==> src/rtl/display_pkg.sv <==
// rtl/display_pkg.sv - shared types and constants for the two-digit display multiplexer
package display_pkg;

  // Scheduler states; the BLANK states are only reachable with DISPLAY_MUX_BLANK_EN defined
  typedef enum logic [2:0] {
    IDLE    = 3'd0,
    SHOW0   = 3'd1,
    BLANK01 = 3'd2,
    SHOW1   = 3'd3,
    BLANK10 = 3'd4
  } mux_state_t;

  // Anode-switch polarity, shared with the switch instantiation
  localparam logic SEL_DIGIT0 = 1'b1;
  localparam logic SEL_DIGIT1 = 1'b0;

  localparam logic [3:0] HEX_IDLE = 4'h0;

endpackage

==> src/rtl/display_mux_timer.sv <==
// rtl/display_mux_timer.sv - saturating interval counter shared by dwell and blank phases
module display_mux_timer #(
  parameter int WIDTH = 1
) (
  input  logic             clk,
  input  logic             reset,
  input  logic             clear,
  input  logic [WIDTH-1:0] limit,
  output logic             done
);

  logic [WIDTH-1:0] count;

  // Count 0..limit and hold there; clear restarts the interval on every state change
  always_ff @(posedge clk or posedge reset) begin
    if (reset) begin
      count <= '0;
    end else if (clear) begin
      count <= '0;
    end else if (count != limit) begin
      count <= count + WIDTH'(1);
    end
  end

  assign done = (count == limit);

endmodule

==> src/rtl/display_mux_ctrl.sv <==
// rtl/display_mux_ctrl.sv - two-digit seven-segment scheduler; handover blanking under DISPLAY_MUX_BLANK_EN
module display_mux_ctrl
  import display_pkg::*;
#(
  parameter int DWELL_CYCLES = 50000,
  parameter int BLANK_CYCLES = 500
) (
  input  logic       clk,
  input  logic       reset,
  input  logic       en,
  input  logic [3:0] digit0,
  input  logic [3:0] digit1,
  output logic       sel,
  output logic [3:0] hex_out,
  output logic       blank,
  output logic       frame_tick
);

  localparam int MAX_CYCLES = (DWELL_CYCLES > BLANK_CYCLES) ? DWELL_CYCLES : BLANK_CYCLES;
  localparam int CW         = (MAX_CYCLES > 1) ? $clog2(MAX_CYCLES) : 1;
  localparam logic [CW-1:0] DWELL_LIM = CW'(DWELL_CYCLES - 1);
`ifdef DISPLAY_MUX_BLANK_EN
  localparam logic [CW-1:0] BLANK_LIM = CW'(BLANK_CYCLES - 1);
`endif

  mux_state_t      state, state_n;
  logic            sel_n;
  logic [3:0]      hex_n;
  logic            blank_n;
  logic            tick_n;
  logic            tmr_clear;
  logic            tmr_done;
  logic [CW-1:0]   tmr_limit;

  // Interval length depends on whether a digit or a blanking gap is being timed
  always_comb begin
    tmr_limit = DWELL_LIM;
`ifdef DISPLAY_MUX_BLANK_EN
    if (state == BLANK01 || state == BLANK10) begin
      tmr_limit = BLANK_LIM;
    end
`endif
  end

  display_mux_timer #(
    .WIDTH (CW)
  ) u_timer (
    .clk   (clk),
    .reset (reset),
    .clear (tmr_clear),
    .limit (tmr_limit),
    .done  (tmr_done)
  );

  // State and output registers; outputs are loaded from the next-state logic
  always_ff @(posedge clk or posedge reset) begin
    if (reset) begin
      state      <= IDLE;
      sel        <= SEL_DIGIT0;
      hex_out    <= HEX_IDLE;
      blank      <= 1'b1;
      frame_tick <= 1'b0;
    end else begin
      state      <= state_n;
      sel        <= sel_n;
      hex_out    <= hex_n;
      blank      <= blank_n;
      frame_tick <= tick_n;
    end
  end

  // Next state and entry actions; digits are sampled only on the edge that loads them
  always_comb begin
    state_n   = state;
    sel_n     = sel;
    hex_n     = hex_out;
    blank_n   = blank;
    tick_n    = 1'b0;
    tmr_clear = 1'b0;

    if (state == IDLE) begin
      tmr_clear = 1'b1;
      if (en) begin
        state_n = SHOW0;
        sel_n   = SEL_DIGIT0;
        hex_n   = digit0;
        blank_n = 1'b0;
      end
    end else if (!en) begin
      // Disable wins over any transition due on the same edge
      state_n   = IDLE;
      sel_n     = SEL_DIGIT0;
      hex_n     = HEX_IDLE;
      blank_n   = 1'b1;
      tmr_clear = 1'b1;
    end else if (tmr_done) begin
      tmr_clear = 1'b1;
      case (state)
        SHOW0: begin
          sel_n = SEL_DIGIT1;
          hex_n = digit1;
`ifdef DISPLAY_MUX_BLANK_EN
          state_n = BLANK01;
          blank_n = 1'b1;
`else
          state_n = SHOW1;
`endif
        end
        SHOW1: begin
          sel_n = SEL_DIGIT0;
          hex_n = digit0;
`ifdef DISPLAY_MUX_BLANK_EN
          state_n = BLANK10;
          blank_n = 1'b1;
`else
          state_n = SHOW0;
          tick_n  = 1'b1;
`endif
        end
`ifdef DISPLAY_MUX_BLANK_EN
        BLANK01: begin
          state_n = SHOW1;
          blank_n = 1'b0;
        end
        BLANK10: begin
          state_n = SHOW0;
          blank_n = 1'b0;
          tick_n  = 1'b1;
        end
`endif
        default: begin
          state_n = IDLE;
          sel_n   = SEL_DIGIT0;
          hex_n   = HEX_IDLE;
          blank_n = 1'b1;
        end
      endcase
    end
  end

endmodule
==> config.mk <==
export PLATFORM = sky130hd
export DESIGN_NAME = display_mux_ctrl
export DESIGN_NICKNAME = d
export VERILOG_FILES = /design/src/rtl/display_pkg.sv /design/src/rtl/display_mux_timer.sv /design/src/rtl/display_mux_ctrl.sv
export SDC_FILE = /design/constraint.sdc
export NUM_CORES = 1
export LEC_CHECK = 0
export CORE_MARGIN = 1
export CORE_UTILIZATION = 59
export CTS_CLUSTER_SIZE = 8
export DETAILED_ROUTE_END_ITERATION = 10
export PLACE_DENSITY = 0.84
export REMOVE_ABC_BUFFERS = 1
export SYNTH_ARGS = -nofsm -noshare
export SYNTH_HDL_FRONTEND = slang
export SYNTH_HIERARCHICAL = 1
export SYNTH_SLANG_ARGS = --single-unit
==> constraint.sdc <==
create_clock -name clk -period 7.5 [get_ports clk]
set_clock_uncertainty 0.1 [all_clocks]
set_input_delay 0.75 -clock clk [delete_from_list [all_inputs] [get_ports clk]]
set_output_delay 0.75 -clock clk [all_outputs]
set_load 0.03 [all_outputs]
[Yosys cells after proc, flatten, opt, wreduce, memory -nomap -nowiden]
Index checks and enable logic that the tools add are counted.
Word-level totals
  word-level logic and storage cells: 48
  flip-flop bits (word level): 26
  output and inout bits: 7
Cells by class
  equality and inequality tests: 7
  multiplexer cells: 29
  reductions and logical operators: 5
  $add $sub $neg: 1
Operators with widths (number)
  16-bit two-way mux: 2
  1-bit two-way mux: 17
  16-bit by 1-bit adder with 16-bit output, second input constant: 1
  16-bit == test, second input constant: 1
  4-bit two-way mux: 4
  16-bit inequality test, second input constant: 1
  3-bit two-way mux: 4
  4-bit one-hot mux with 2 select lines: 1
  2-bit one-hot mux with 2 select lines: 1
  3-bit by 1-bit == test with 1-bit output, second input constant: 1
  3-bit by 2-bit == test with 1-bit output, second input constant: 1
  3-bit logical NOT: 1
  3-bit by 1-bit inequality test with 1-bit output, second input constant: 1
  3-bit by 2-bit inequality test with 1-bit output, second input constant: 1
  3-bit AND reduction: 1
  2-bit inequality test, second input constant: 1
  2-bit AND reduction: 1
  2-bit nonzero test: 1
  2-bit OR reduction: 1

[Longest topological paths before layout]
  depth in word-level cells: 6
  mapped depth: 10
  depth with buffers taken out: 7

[Modules after synthesis]
The synthesis kept the hierarchy.
By module, submodules not included
  display_mux_timer: seq. area each 400.4 um^2, area an instance 1019.7 um^2, instances 1, cells each 116
  display_mux_ctrl: seq. area each 227.7 um^2, area an instance 489.2 um^2, instances 1, cells each 52

[Worst setup path before layout]
Ideal clock, no wire load.
  path type: register to register
  start point: reg u_timer.count[10]
  end point: reg u_timer.count[0]
  path buffers: 4
  stages on the path, launching flop included: 11
  data arrival time: 2.214 ns
  library setup time: 0.132 ns
  slack: 5.054 ns
  period minus slack after synthesis: 2.446 ns
  cell sequence: dfrtp_1 xnor2_1 nand4_1 nor4_2 buf_4 buf_6 and2b_4 o21ai_0 buf_1 clkbuf_1 nor2_1
Between the ends
  word-level cells in the longest chain between the ends: 5
  elaborated cells between the ends (all ways): 7
  those cells by class: 2 x eq/ne; 4 x mux; 1 x reduce/logical
Ends and longest elaborated chain
  start: declaration: line display_mux_timer.sv:12  | logic [WIDTH-1:0] count;
  start signal: assignment: line display_mux_timer.sv:21  | count <= count + WIDTH'(1);
  16-bit == test (*): line display_mux_timer.sv:25  | assign done = (count == limit);
  via tmr_done: line display_mux_ctrl.sv:32  | logic tmr_done;
  1-bit two-way mux (*): line display_mux_ctrl.sv:96  | end else if (tmr_done) begin
  1-bit two-way mux (*): line display_mux_ctrl.sv:89  | end else if (!en) begin
  1-bit two-way mux (*): line display_mux_ctrl.sv:81  | if (state == IDLE) begin
  via tmr_clear: line display_mux_ctrl.sv:31  | logic tmr_clear;
  16-bit two-way mux / 2-bit nonzero test (equally long branches)
Mark *: on every way through the listed nets, which the timed path passes. The rest lies on a longest branch.
A chain may end at the register's enable or synchronous reset.

[Worst setup path in the final report]
  start point: reg u_timer.count[10]
  end point: reg u_timer.count[6]
The elaborated chain is that of the path after synthesis.

==> qor.txt <==
Die W - 52.6 µm
Via density - 5.86
Yosys top cell by area - dfrtp_1
Ranking of synthesized cells by area - dfrtp_1, xnor2_1, or3_1, a21oi_1, nand4_1
Vias in the first global route - 1206
Pleak - 0.675 nW
Layout cells sized above 1 - 7.07%
Fin crit share - 34.9%
Synth-to-layout area growth - 17.7%
Worst reg-to-reg path cell count - 9
Aggregate global routing overflow - 0
Cells after Synth - 168
Min Tclk post-route - 2.62 ns
Post-synthesis compound-gate area fraction - 17.6%
Main synth FF type - dfrtp_1
FP Rows - 17
Worst hold stages - 2
CTS Hold Buffers Added - 0
#FFs+latches synth - 25
RePlAce Congestion - 0.865
Slew margin rel. - 59.4%
Clock-pin slew of the registers on the worst-case setup and hold paths - 0.14 ns
Crit Path Category - flip-flop to flip-flop
Crit-path max cell delay - 0.47 ns
Main combinational cell family by area after synthesis - simple AND/OR/NAND/NOR gates
Core Util, Final - 76.6%
Setup Buffers After CTS - 0
Root Buffer - clkbuf_4
Setup crit end kind - flip-flop
Post-Synth Simple-Gate Area - 21.9%
Clock latency on the worst-skew pair - 0.32 ns
PD cells - 138 mW/mm²
DRT iter0 DRCs - 65
Max VDD drop - 0.128 mV
Vias - 1325
RSZ-0062 raised after global routing - false
Total track usage - 26.4%
Slew Limit Fails - 0
Post-CTS sizing - 0
Initial DRT Pass Iterations - 4
Synth Area in XOR/XNOR - 9.87%
Antenna-violating nets left - 0
Most frequent cell on the critical path - buf_4
Yosys warns - 6
Setup TNS - 0 ns
Maximum root-to-sink buffer count - 2
Worst Path Arrival - 2.73 ns
Worst path slowest cell - dfrtp_1
Fillers - 171
CTS tree - yes
# diodes - 0
Unique cell type count in the Yosys netlist - 40
Slew @ Worst Pin - 0.609 ns
Crit path max fanout - 36
Die area - 0.00276 mm²
IO buf count - 17
Mean Syn Cell Area - 8.98 µm²
Total Power - 0.246 mW
EDFF count, synth - 0
Commonest non-fill, non-tap cells in the layout - dfrtp_1, clkdlybuf4s50_1, xnor2_1, conb_1, a21oi_1
Cells along the critical path - xnor2_1 > nand4_1 > nor4_4 > buf_4 > and2b_4 > o21ai_1 > buf_4 > nor2_1 > mux2_1
Register area share after synthesis - 41.6%
TritonCTS sink count - 25
Wire per inst - 14.7 µm
WP data required - 7.61 ns
Worst Hold Class - flip-flop to flip-flop
Mux cell area share after synthesis - 2.90%
Boundary pin count - 18
CTS buffer count - 3
Pin count of the biggest net entering global routing - 37
Final #Nets - 211
Most common cell after layout, fill and taps aside - dfrtp_1
Synth async-reset ratio - 100%
CTS H-tree lvls - 1
Outcome - complete, no violations
HPWL Detailed - 2430 µm
Fmax - 0.382 GHz
Final setup viols - 0
Post-synth top area share - 38.1%
Synthesized cell area - 0.00151 mm²
Initial antenna violation count - 0
Residual DRC - 0
Core area - 0.00232 mm²
Final hold vios - 0
Max_cap viols - 0
Startpoint Class - flip-flop
First-pass GRT wire length - 5310 µm
Synth Area in Adders - 0.829%
Initial core utilization - 65.1%
Die height - 52.6 µm
Final WL - 3330 µm
flip-flops by register name (all words and copies together) (netlist names):
signal and cells:
hex_out 4, u_timer/count 16, blank 1, sel 1
state 2, frame_tick 1
per-stage QoR:
step                hold WS, ns  area [µm²]  worst slack, ns  cells
global route              0.506        1780             4.73    226
CTS                       0.466        1780             4.89    226
global placement          0.427        1750             4.99    222
finish                    0.488        1780             4.88    226
detailed placement        0.443        1750             4.95    222
floorplan                 0.397        1520             3.89    175
worst max-delay path, delay by kind of cell, from the launching register on:
family / cells / cell delay (ns)
AOI/OAI and AO/OA: 1 / 0.07
and+or+nand+nor: 4 / 0.79
buffers and inverters: 2 / 0.59
DFF: 1 / 0.47
muxes: 1 / 0.29
xor gates and xnor gates: 1 / 0.20
final cells by class:
class / count / area [µm²] / area share (%)
multi-input combinational: 142 / 870 / 49.0
sequential: 25 / 628 / 35.4
timing repair buffer: 19 / 185 / 10.4
tap: 28 / 35.0 / 1.97
inverter: 8 / 30.0 / 1.69
clock buffer: 3 / 22.5 / 1.27
clock inverter: 1 / 5.00 / 0.282
final timing paths:
path / slack (ns) / to / start
setup / recovery: 4.88 / u_timer/count[6] / u_timer/count[10]
hold / removal: 0.49 / sel / sel
setup reg to reg: 4.88 / u_timer/count[6] / u_timer/count[10]
hold reg to reg: 0.49 / sel / sel
max in group asynchronous: 6.19 / u_timer/count[14] / reset
min in group asynchronous: 0.60 / state[1] / reset
routing by layer:
layer / vias up / routed length, µm / global-route usage (%)
met5: - / 0 / 0
met4: 0 / 28 / 10.1
met1: 616 / 1540 / 37.3
met3: 4 / 206 / 3.48
li1: 657 / - / -
met2: 48 / 1550 / 40.9
power breakdown:
group,total [mW],internal (mW),switching [mW]
clock,0.0607,0.0200,0.0407
sequential,0.143,0.139,0.00363
combinational,0.0421,0.0188,0.0233
cells by family after synthesis:
| group | Yosys count |
|---|---|
| flip-flops | 25 |
| other | 2 |
| AND/OR/NAND/NOR | 59 |
| buffers and inverters | 15 |
| AO/OA/AOI/OAI | 45 |
| XOR/XNOR | 17 |
| adder cells (fa/ha/maj) | 1 |
| multiplexers | 4 |
cells in the mapped netlist, drive strengths merged, types with 2 or more instances:
cell type   n
clkbuf      2
or3        12
dfstp       2
and2        2
nor2       11
dfrtp      23
nor3b       2
nor3        4
a21oi      13
nand2       6
nand3       7
o21ai      17
a32oi       6
nand2b      2
conb        2
nand4      10
xnor2      16
inv         8
mux2        3
buf         5
o22ai       4
(Power assumes the default switching activity.)
